$ cat src/rtl/ps2_key_tracker.sv
// Key-state tracker for decoded PS/2 scancodes: per-slot held level, press/release
// pulses, typematic auto-repeat for the most recently pressed slot, held-key count.
module ps2_key_tracker #(
  parameter int                    NUM_KEYS      = 6,
  parameter logic [9*NUM_KEYS-1:0] RESET_TABLE   = {9'h023, 9'h01B, 9'h01D, 9'h172, 9'h175, 9'h16B},
  parameter int                    CNT_W         = 24,
  parameter logic [CNT_W-1:0]      REPEAT_DELAY  = 24'd12_500_000,
  parameter logic [CNT_W-1:0]      REPEAT_PERIOD = 24'd2_500_000,
  parameter bit                    REPEAT_EN     = 1'b1
) (
  input  logic                            clk,
  input  logic                            rst,
  input  logic                            code_valid,
  input  logic [9:0]                      code,
  input  logic                            cfg_we,
  input  logic [4:0]                      cfg_idx,
  input  logic [8:0]                      cfg_code,
  output logic [NUM_KEYS-1:0]             key_state,
  output logic [NUM_KEYS-1:0]             key_press,
  output logic [NUM_KEYS-1:0]             key_release,
  output logic [NUM_KEYS-1:0]             repeat_pulse,
  output logic [$clog2(NUM_KEYS+1)-1:0]   held_count,
  output logic                            any_key
);

  localparam int HC_W  = $clog2(NUM_KEYS + 1);
  localparam int IDX_W = (NUM_KEYS > 1) ? $clog2(NUM_KEYS) : 1;

  logic [8:0]          slot_tab [NUM_KEYS];
  logic [NUM_KEYS-1:0] match;
  logic [NUM_KEYS-1:0] wr_hit;
  logic [NUM_KEYS-1:0] press_n;
  logic [NUM_KEYS-1:0] release_n;
  logic [NUM_KEYS-1:0] state_n;
  logic [HC_W-1:0]     count_n;

  // NOTE: combinational blocks assign every output a default first so no latch is inferred.
  always_comb begin
    match     = '0;
    wr_hit    = '0;
    press_n   = '0;
    release_n = '0;
    state_n   = key_state;
    count_n   = '0;
    for (int i = 0; i < NUM_KEYS; i++) begin
      match[i]  = code_valid && (slot_tab[i] == code[8:0]);
      wr_hit[i] = cfg_we && (int'(cfg_idx) == i);
    end
    // Matching sees the pre-write table entry; a same-cycle write then clears that slot silently.
    if (code[9]) begin
      release_n = match & key_state & ~wr_hit;
      state_n   = key_state & ~match & ~wr_hit;
    end else begin
      press_n   = match & ~key_state & ~wr_hit;
      state_n   = (key_state | match) & ~wr_hit;
    end
    for (int i = 0; i < NUM_KEYS; i++) begin
      count_n = count_n + HC_W'(state_n[i]);
    end
  end

  // NOTE: sequential state is updated only with non-blocking assignments.
  always_ff @(posedge clk or posedge rst) begin
    if (rst) begin
      key_state   <= '0;
      key_press   <= '0;
      key_release <= '0;
      held_count  <= '0;
      any_key     <= 1'b0;
      // NOTE: the slot table is a small register file that must come up loaded, so it is reset.
      for (int i = 0; i < NUM_KEYS; i++) begin
        slot_tab[i] <= RESET_TABLE[9*i +: 9];
      end
    end else begin
      key_state   <= state_n;
      key_press   <= press_n;
      key_release <= release_n;
      held_count  <= count_n;
      any_key     <= |state_n;
      for (int i = 0; i < NUM_KEYS; i++) begin
        if (wr_hit[i]) slot_tab[i] <= cfg_code;
      end
    end
  end

  if (REPEAT_EN) begin : g_repeat
    typedef enum logic [1:0] {REP_IDLE, REP_DELAY, REP_REPEAT} rep_state_t;

    rep_state_t          rep_state;
    logic [CNT_W-1:0]    rep_cnt;
    logic [IDX_W-1:0]    rep_idx;
    logic                press_any;
    logic [IDX_W-1:0]    press_idx;
    logic [NUM_KEYS-1:0] drop_vec;
    logic                rep_drop;

    // Lowest pressed index wins when several slots press together.
    always_comb begin
      press_any = 1'b0;
      press_idx = '0;
      for (int i = NUM_KEYS - 1; i >= 0; i--) begin
        if (press_n[i]) begin
          press_any = 1'b1;
          press_idx = IDX_W'(i);
        end
      end
      drop_vec = release_n | wr_hit;
      rep_drop = drop_vec[rep_idx];
    end

    always_ff @(posedge clk or posedge rst) begin
      if (rst) begin
        rep_state    <= REP_IDLE;
        rep_cnt      <= '0;
        rep_idx      <= '0;
        repeat_pulse <= '0;
      end else begin
        repeat_pulse <= '0;
        if (press_any) begin
          rep_idx   <= press_idx;
          rep_cnt   <= '0;
          rep_state <= REP_DELAY;
        end else if (rep_state != REP_IDLE && rep_drop) begin
          rep_cnt   <= '0;
          rep_state <= REP_IDLE;
        end else begin
          case (rep_state)
            REP_DELAY: begin
              if (rep_cnt == REPEAT_DELAY - CNT_W'(1)) begin
                repeat_pulse[rep_idx] <= 1'b1;
                rep_cnt               <= '0;
                rep_state             <= REP_REPEAT;
              end else begin
                rep_cnt <= rep_cnt + CNT_W'(1);
              end
            end
            REP_REPEAT: begin
              if (rep_cnt == REPEAT_PERIOD - CNT_W'(1)) begin
                repeat_pulse[rep_idx] <= 1'b1;
                rep_cnt               <= '0;
              end else begin
                rep_cnt <= rep_cnt + CNT_W'(1);
              end
            end
            default: rep_cnt <= '0;
          endcase
        end
      end
    end
  end else begin : g_no_repeat
    assign repeat_pulse = '0;
  end

endmodule

$ cat config.mk
export PLATFORM = sky130hd
export DESIGN_NAME = ps2_key_tracker
export DESIGN_NICKNAME = d
export VERILOG_FILES = /design/src/rtl/ps2_key_tracker.sv
export SDC_FILE = /design/constraint.sdc
export NUM_CORES = 1
export LEC_CHECK = 0
export CAP_MARGIN = 25
export CORE_ASPECT_RATIO = 0.7
export CORE_MARGIN = 8
export CORE_UTILIZATION = 54
export CTS_BUF_LIST = sky130_fd_sc_hd__clkbuf_4
export CTS_CLUSTER_DIAMETER = 80
export DETAILED_ROUTE_END_ITERATION = 16
export PLACE_DENSITY_LB_ADDON = 0.3
export SLEW_MARGIN = 30
export SYNTH_ARGS = -nofsm -noshare
export SYNTH_HDL_FRONTEND = slang
export SYNTH_SLANG_ARGS = --single-unit
$ cat constraint.sdc
create_clock -name clk -period 4 [get_ports clk]
set_clock_uncertainty 0.2 [all_clocks]
set_input_delay 1.2 -clock clk [delete_from_list [all_inputs] [get_ports clk]]
set_output_delay 1.2 -clock clk [all_outputs]
set_load 0.05 [all_outputs]
==> Yosys cells after proc, flatten, opt, wreduce, memory -nomap -nowiden <==
Index checks and enable logic that the tools add are counted.
{ "word_totals": {"regBits": 111, "in_bits": 28, "output_inout_bits": 28} }
{ "op_classes": {"add_sub_neg": 6, "n_lt_le_gt_ge": 2, "n_eq_ne": 15, "mux": 33, "bitwise_logic": 12, "reduce_logical": 20} }
{ "ops": {"columns": ["op", "count"], "rows": [
  ["2-to-1 mux 24 bit", 4],
  ["equality test 9 bit", 6],
  ["one-hot mux 24 bit (2 select lines)", 1],
  ["bitwise AND 6 bit", 7],
  ["2-to-1 mux 6 bit", 7],
  ["adder 24 x 1 -> 24 bit (second input constant)", 1],
  ["equality test 24 x 22 -> 1 bit (second input constant)", 1],
  ["equality test 24 bit (second input constant)", 1],
  ["2-to-1 mux 3 bit", 6],
  ["inverter 6 bit", 3],
  ["logical AND 1 bit", 14],
  ["bitwise OR 6 bit", 2],
  ["one-hot mux 6 bit (2 select lines)", 1],
  ["equality test 5 x 3 -> 1 bit (second input constant)", 2],
  ["equality test 5 x 4 -> 1 bit (second input constant)", 2],
  ["adder 3 x 1 -> 3 bit", 3],
  ["2-to-1 mux 1 bit", 8],
  ["2-to-1 mux 2 bit", 4],
  ["nonzero test 3 bit", 2],
  ["OR reduction 6 bit", 1],
  ["equality test 5 x 2 -> 1 bit (second input constant)", 1],
  ["zero test 5 bit", 1],
  ["< comparator 3 x 4 -> 1 bit (second input constant)", 1],
  ["adder 2 x 1 -> 3 bit", 1],
  ["8 further kinds", 8]
]} }

==> Depth between registers and ports, before layout <==
Gate-level depths: netlist of the first run.
{ "logic_depth": {"ltp_word": 13, "mapped_depth": 11, "ltp_nobuf": 10} }

==> Least setup slack after synthesis of the first run <==
OpenSTA, ideal clock, no wires.
{ "synth_path": {"kind": "in2reg", "from": "input code[0]", "to": "register held_count[1]", "setup_time_ns": 0.136, "arrival_ns": 4.126, "required_ns": 3.664, "setup_slack_ns": -0.462, "cell_stages": 11, "n_path_buf": 1, "cell_sequence": "buf_2 -> xor2_1 -> nor4_1 -> nand2_1 -> nor2_1 -> mux2_2 -> and2_1 -> fa_1 -> fa_1 -> ha_1 -> fa_1"} }
{ "synth_between": {"elab_chain_len": 11, "word_cells_on_any_way": 23, "cone_classes": "add/sub (5); eq/ne (6); mux (1); bitwise (5); reduce/logical (6)"} }
{ "synth_rtl": {"columns": ["item", "line", "text"], "rows": [
  ["start, declared", "14", "input logic [9:0] code,"],
  ["equality test 9 bit (*)", "46", "match[i] = code_valid && (slot_tab[i] == code[8:0]);"],
  ["logical AND 1 bit (*)", "46", null],
  ["inverter 6 bit", "52", "state_n = key_state & ~match & ~wr_hit;"],
  ["bitwise AND 6 bit (2 in series)", "52", null],
  ["2-to-1 mux 6 bit (*)", "50", "if (code[9]) begin"],
  ["net state_n[0]", "34", "logic [NUM_KEYS-1:0] state_n;"],
  ["adder 1 x 1 -> 2 bit (*)", "58", "count_n = count_n + HC_W'(state_n[i]);"],
  ["adder 2 x 1 -> 3 bit (*)", "58", null],
  ["adder 3 x 1 -> 3 bit (*) (3 in series)", "58", null],
  ["net count_n[1]", "35", "logic [HC_W-1:0] count_n;"],
  ["end signal, assigned", "78", "held_count <= count_n;"],
  ["end, declared", "22", "output logic [$clog2(NUM_KEYS+1)-1:0] held_count,"]
]} }
Mark *: on every way through the listed nets, which the timed path passes. The rest lies on a longest branch.
A chain may end at the register's enable or synchronous reset.

==> Worst setup path in the final report of the first run <==
{ "layout_path": {"from": "input code[5]", "to": "register held_count[1]"} }
Same word-level chain as after synthesis.

==> summary.txt, run 1 <==
STA
  • Peak Freq: around 250 MHz
  • Final setup fails: 1
  • Slew headroom: a little under half
  • Tcrit/Tclk final: 101%
  • Final Max Tran Viols: 0
  • RSZ-0062 raised after global routing: yes
  • Final hold violation count: 0
  • Final setup margin: -51.3 ps
  • Slew @ Worst Pin: a little under 800 ps
  • Minimum clock period: between 4000 and 5000 ps

Clock tree
  • Htree depth: 3
  • Max Root-Sink Buffers: 2
  • CTS sink cnt: between 100 and 150
  • Hold_buf cts: 0
  • CTS root buffer: clkbuf_4
  • Worst-path clk slew: about 160 ps
  • CTS tree: built
  • Clk_lat worst skew: 470 ps
  • Cts bufs inserted: 9

Logic synthesis
  • Synth Register Bits: approximately 110
  • Post-synthesis sequential area ratio: between 40% and 50%
  • Number of library cell types mapped by synthesis: 54
  • Top_reg_cell synth: dfrtp_1
  • Syn_nets: a little under 600
  • EDFF count, synth: 0
  • FFs w/ async S/R, synth: between 90% and 100%
  • Syn Area/Cell: between 10 and 15 µm²
  • Yosys warns: 0
  • Syn Inst Count: around 550
  • Mapped cell area: around 5700 µm²

Cells and area
  • Area occupied by registers: around 2800 µm²
  • Area of the multi-input gates: 2860 µm²
  • Utilization after layout: between 70% and 80%
  • Post-route insts no fill: between 800 and 900
  • Area Overhead vs Synth: 30.2%
  • Final instance area: approximately 7400 µm²
  • Fillcell total: around 700
  • Antenna diodes: 0
  • Layout cells sized above 1: 30.6%
  • Final net count: slightly above 700

Floorplanning
  • Core box area: just over 10000 µm²
  • Ports: 56
  • Initial Util: 55.2%
  • Num rows: 31
  • Die X: 138 µm
  • Area of the die: ~14000 µm²
  • Die H: a little over 100 µm

Setup path
  • Cell breakdown of the critical path: buf_4, buf_6, xor2_1, nor4_2, buf_4, and3_4, mux2i_1, nand2_1, inv_2, fa_1, fa_1, ha_2, fa_1
  • Crit path largest cell delay: approximately 570 ps
  • Crit-path most repeated cell: fa_1
  • Worst setup path class: in -> reg
  • Slowest CP cell: fa_1
  • Crit path depth: 13
  • Worst Setup Start Kind: primary input
  • CP Max Fanout: 5
  • CP required: 4160 ps
  • Register-to-Register Path Depth: 11
  • WP data arrival: 4220 ps
  • CP bufs+invs: 4
  • Critical Path Sink Type: flop
  • CP top delay family: adder cells

Detailed routing
  • First drt pass iteration count: 5
  • Remaining DRCs: 0
  • Vias: roughly 4900
  • DR iter-0 viols: 484
  • Routed WL per cell: between 20 and 25 µm
  • Routed Antenna Nets: 0
  • Post-DR vias/cell: 6.00
  • Routed wire length: between 15 and 20 mm

Place
  • Area after DPL: about 6700 µm²
  • Pre-CTS WS: -999 ps
  • Placed insts: roughly 760
  • GP Congestion: just over 0.9
  • Port buffer count: between 50 and 60
  • Final HPWL DP: roughly 11 mm

GRT
  • Grt total ovfl: 0
  • Global-route wire length before repair: 25.8 mm
  • Overall Global Routing Usage: about a quarter
  • Vias in the first global route: 4900
  • Initial antenna violation count: 0
  • Largest net degree at the start of global routing: between 70 and 80

Run
  • Maxcap violations: 0

Power and ir drop
  • Max IR drop VDD: about 190 µV
  • PwrDens: 391 nW/µm²
  • Leak: approximately 3.2 nW

Run status
  • Failing checks: negative setup slack
  • Outcome: complete, but fails checks

Hold path
  • Worst min path class: reg -> reg
  • Hold path cells: 2
logic make-up after synthesis:
logic type	synth area share [%]
AO/OA/AOI/OAI	3.82
XOR/XNOR	11.7
adder cells (fa/ha/maj)	2.38
buffers and inverters	3.20
flip-flops	49.6
multiplexers	6.27
AND/OR/NAND/NOR	23.0
state kept, by name (all words and copies together), names as in the netlist:
signal and cells:
slot_tab 54, g_repeat.rep_cnt 24, key_press 6, key_release 6, key_state 6, repeat_pulse 6, g_repeat.rep_idx 3, held_count 3
g_repeat.rep_state 2, any_key 1
cells in the final DEF, fill, tap and decap left out, types with 4 or more instances in the layout:
master	Yosys	routed
nand2_1	108	107
dfrtp_1	83	83
buf_4	3	83
xnor2_1	49	49
clkdlybuf4s50_1	0	46
nor4_1	33	28
dfstp_2	28	28
mux2_2	28	27
nand3_1	22	22
nor2_1	22	21
xor2_1	27	21
nand4_1	17	17
clkbuf_4	0	9
buf_6	0	9
nor4_2	3	8
inv_1	9	7
nor3_1	11	7
and3_1	7	6
a21oi_1	6	6
nor3_2	1	5
ha_1	6	5
mux2i_1	4	4
buf_2	16	4
area by class of cell:
cell class	instances	share of cell area [%]
timing repair buffer	150	18.4
sequential	111	38.1
inverter	10	0.559
tap	132	2.24
clock buffer	9	0.915
multi-input combinational	396	38.7
clock inverter	7	1.17
synth_stat cells, types with 4 or more instances:
cell | n | area (µm²)
a21oi_1 | 6 | 30.0
and3_1 | 7 | 43.8
buf_2 | 16 | 80.1
clkbuf_1 | 11 | 41.3
dfrtp_1 | 83 | 2080
dfstp_2 | 28 | 736
ha_1 | 6 | 75.1
inv_1 | 9 | 33.8
mux2_2 | 28 | 315
mux2i_1 | 4 | 40.0
nand2_1 | 108 | 405
nand3_1 | 22 | 110
nand4_1 | 17 | 106
nor2_1 | 22 | 82.6
nor3_1 | 11 | 55.1
nor4_1 | 33 | 206
nor4b_1 | 4 | 35.0
xnor2_1 | 49 | 429
xor2_1 | 27 | 236
repair_timing:
| action | 4_1_cts | 5_1_grt |
|---|---|---|
| endpoints found under the setup margin | 3 | 34 |
| resized for setup | 55 | 22 |
| pin swaps | 16 | 12 |
| cloned | 0 | 3 |
| buffers inserted | 30 | 6 |
path summary, 6_finish.rpt:
check,startpoint,slack [ps],to
setup / recovery,code[5],-50,held_count[1]$_DFF_PP0_
hold / removal,slot_tab[9]$_DFFE_PP1P_,280,slot_tab[9]$_DFFE_PP1P_
setup reg to reg,slot_tab[46]$_DFFE_PP1P_,280,held_count[1]$_DFF_PP0_
hold reg to reg,slot_tab[9]$_DFFE_PP1P_,280,slot_tab[9]$_DFFE_PP1P_
max in group asynchronous,rst,2190,slot_tab[20]$_DFFE_PP1P_
min in group asynchronous,rst,970,g_repeat.rep_cnt[0]$_DFF_PP0_
per-stage QoR:
| step | setup TNS [ps] | power, mW | hold WS, ps |
|---|---|---|---|
| 2_1_floorplan | -838 | 1.87 | 246 |
| 6_report | -51.3 | 2.89 | 281 |
| 3_5_place_dp | -2580 | 2.15 | 259 |
| 3_3_place_gp | -2360 | 2.12 | 255 |
| 4_1_cts | -24.4 | 2.81 | 281 |
| 5_1_grt | -139 | 3.01 | 297 |
power breakdown:
| group | leakage, nW | switching [mW] | total, mW | internal [mW] |
|---|---|---|---|---|
| clock | 0.0852 | 0.370 | 0.621 | 0.250 |
| sequential | 1.42 | 0.125 | 1.42 | 1.30 |
| combinational | 1.67 | 0.442 | 0.843 | 0.401 |
metal layers:
metal	vias up	global-route usage, %	routed length [µm]
met4	0	7.65	380
met3	45	7.59	1640
met5	-	0	0
met1	2394	31.1	7200
met2	288	35.1	7120
li1	2166	-	-
worst register-to-register path: stages, from the launching register on:
cell     delay [ps]
dfstp_2         620
xor2_4          100
nor4_2          270
buf_4           170
nand2_4          70
nor2_4           90
mux2_4          300
and2_4          150
fa_1            500
fa_1            570
ha_2            180
fa_1            410
Note: power is estimated with default switching activity, not from simulation.
==> run 2: changes to the inputs <==
- CORE_UTILIZATION: 54 -> 59
- clock period: 4 -> 4.46 ns (I/O delays scaled with it)
==> summary.txt, run 2 (synthesis gave the netlist of run 1 again) <==
Run status
  • Outcome: complete, no violations

STA
  • Tcrit/Tclk final: 98.5%
  • Setup TNS: 0 ps
  • Final setup fails: 0
  • Slew @ Worst Pin: 814 ps
  • Minimum clock period: around 4400 ps
  • Fin Hold WS: approximately 280 ps
  • Final Max Tran Viols: 0
  • Slew headroom: around 45%
  • Peak Freq: 228 MHz
  • Final setup margin: 66.7 ps
  • RSZ-0062 raised after global routing: no
  • Final hold violation count: 0

Setup path
  • CP top delay family: adder cells
  • Critical R2R Launch: slot_tab[45]$_DFFE_PP1P_
  • Register-to-Register Path Depth: 10
  • Crit path largest cell delay: around 550 ps
  • Crit path depth: 11
  • Cell breakdown of the critical path: clkdlybuf4s50_1, xor2_1, nor4_2, nand2_1, nor2_2, mux2_4, and2_4, fa_1, fa_1, ha_2, fa_1
  • CP Max Fanout: 2
  • CP bufs+invs: 1
  • CP required: 4640 ps
  • Crit-path most repeated cell: fa_1
  • Worst Setup SP: code[8]
  • Worst Setup Start Kind: primary input
  • Worst setup path class: in -> reg
  • Critical Path Sink Type: flop
  • WP data arrival: between 4000 and 5000 ps
  • Slowest CP cell: fa_1

Cells and area
  • Area occupied by registers: 2810 µm²
  • Final instance area: a little under 7000 µm²
  • Layout cells sized above 1: between 20% and 30%
  • Biggest regs: slot_tab: 54 flops, g_repeat.rep_cnt: 24 flops
  • Post-route insts no fill: a little under 800
  • Antenna diodes: 0
  • Commonest non-fill, non-tap cell in the layout: nand2_1
  • Register with the most flip-flops: slot_tab
  • Final net count: ~670
  • Utilization after layout: slightly above 70%
  • Area of the multi-input gates: 2730 µm²
  • Area Overhead vs Synth: 21.2%
  • Most frequent cells in the layout: nand2_1, dfrtp_1, buf_4, xnor2_1, clkdlybuf4s50_1
  • Fillcell total: 684
  • Max reg flops: 54

Clock tree
  • Hold_buf cts: 0
  • Max Root-Sink Buffers: 2
  • CTS root buffer: clkbuf_4
  • CTS sink cnt: approximately 110
  • Worst-path clk slew: between 150 and 200 ps
  • Cts bufs inserted: 9
  • CTS tree: built
  • Htree depth: 3
  • Clk_lat worst skew: around 490 ps

Floorplanning
  • Initial Util: 59.5%
  • Die H: 98.0 µm
  • Core box area: 9530 µm²
  • Die X: roughly 130 µm
  • Ports: between 50 and 60
  • Num rows: 30
  • Area of the die: ~13000 µm²

Detailed routing
  • Vias: approximately 4600
  • Post-DR vias/cell: roughly 5.9
  • DR iter-0 viols: ~600
  • Routed WL per cell: just under 20 µm
  • Routed wire length: ~15 mm
  • Routed Antenna Nets: 0
  • First drt pass iteration count: 7
  • Remaining DRCs: 0

GRT
  • Vias in the first global route: 4533
  • Grt total ovfl: 0
  • Largest net degree at the start of global routing: between 50 and 60
  • Global-route wire length before repair: approximately 24 mm
  • Overall Global Routing Usage: between 20% and 30%
  • Initial antenna violation count: 0

Place
  • Port buffer count: 55
  • GP Congestion: a little over 0.9
  • Area after DPL: around 6600 µm²
  • Placed insts: 749
  • Final HPWL DP: ~11 mm
  • Pre-CTS WS: -687 ps

Power and ir drop
  • Total power: roughly 2.4 mW
  • Max IR drop VDD: around 190 µV
  • Leak: between 2 and 3 nW
  • PwrDens: 355 nW/µm²

Hold path
  • Worst min path class: reg -> reg
  • Hold path startpoint: slot_tab[21]$_DFFE_PP1P_
  • Hold path cells: 2

Run
  • Maxcap violations: 0
==> run 2: cell types whose count changed in the layout (fill, tap and decap cells not counted), moves of 3 or more <==
cell             change
xor2_4               -3
buf_2                -4
buf_4               -32
clkdlybuf4s50_1      +3
xor2_1               +4
nor3_2               -4
dlymetal6s2s_1       +4
buf_6                -8
nor3_1               +4
nor4_2               -3
nor4_1               +3
==> run 2: path summary, 6_finish.rpt <==
| path | to | slack (ps) |
|---|---|---|
| worst min-delay path | slot_tab[21]$_DFFE_PP1P_ | 280 |
| worst max-delay path | held_count[1]$_DFF_PP0_ | 70 |
| worst min register to register | slot_tab[21]$_DFFE_PP1P_ | 280 |
| worst max register to register | held_count[1]$_DFF_PP0_ | 730 |
| max in group asynchronous | slot_tab[51]$_DFFE_PP1P_ | 2180 |
| min in group asynchronous | repeat_pulse[2]$_DFF_PP0_ | 1050 |
==> run 2: timing repair <==
action                                 in CTS  in global routing
buffers inserted                            3                  2
endpoints found under the hold margin       0                  0
pin swaps                                   8                 10
setup endpoints to repair                   2                  2
gates resized for setup                     7                  7
==> run 2: layout make-up <==
cell class                      instances  area share [%]
Clock buffer                            9           0.983
Clock inverter                          7            1.04
Inverter                               10           0.583
Multi-Input combinational cell        396            39.7
Sequential cell                       111            40.9
Tap cell                              128            2.33
Timing Repair Buffer                  109            14.4
==> run 2: worst min-delay path, stage by stage (launching register included) <==
cell and delay, ps:
dfstp_2 410, nand2_1 50, nand2_1 40
==> run 2: where the power goes <==
| part | switching [mW] | internal (mW) | total, mW |
|---|---|---|---|
| combinational | 0.362 | 0.296 | 0.658 |
| clock | 0.333 | 0.173 | 0.507 |
| sequential | 0.108 | 1.16 | 1.27 |
| total | 0.804 | 1.63 | 2.44 |
==> run 2: metal layers <==
metal  part of all wire, %  GRT usage [%]
met3                    10           7.18
met4                   1.9           6.53
met2                    43           34.0
met5                     0              0
met1                    45           33.2
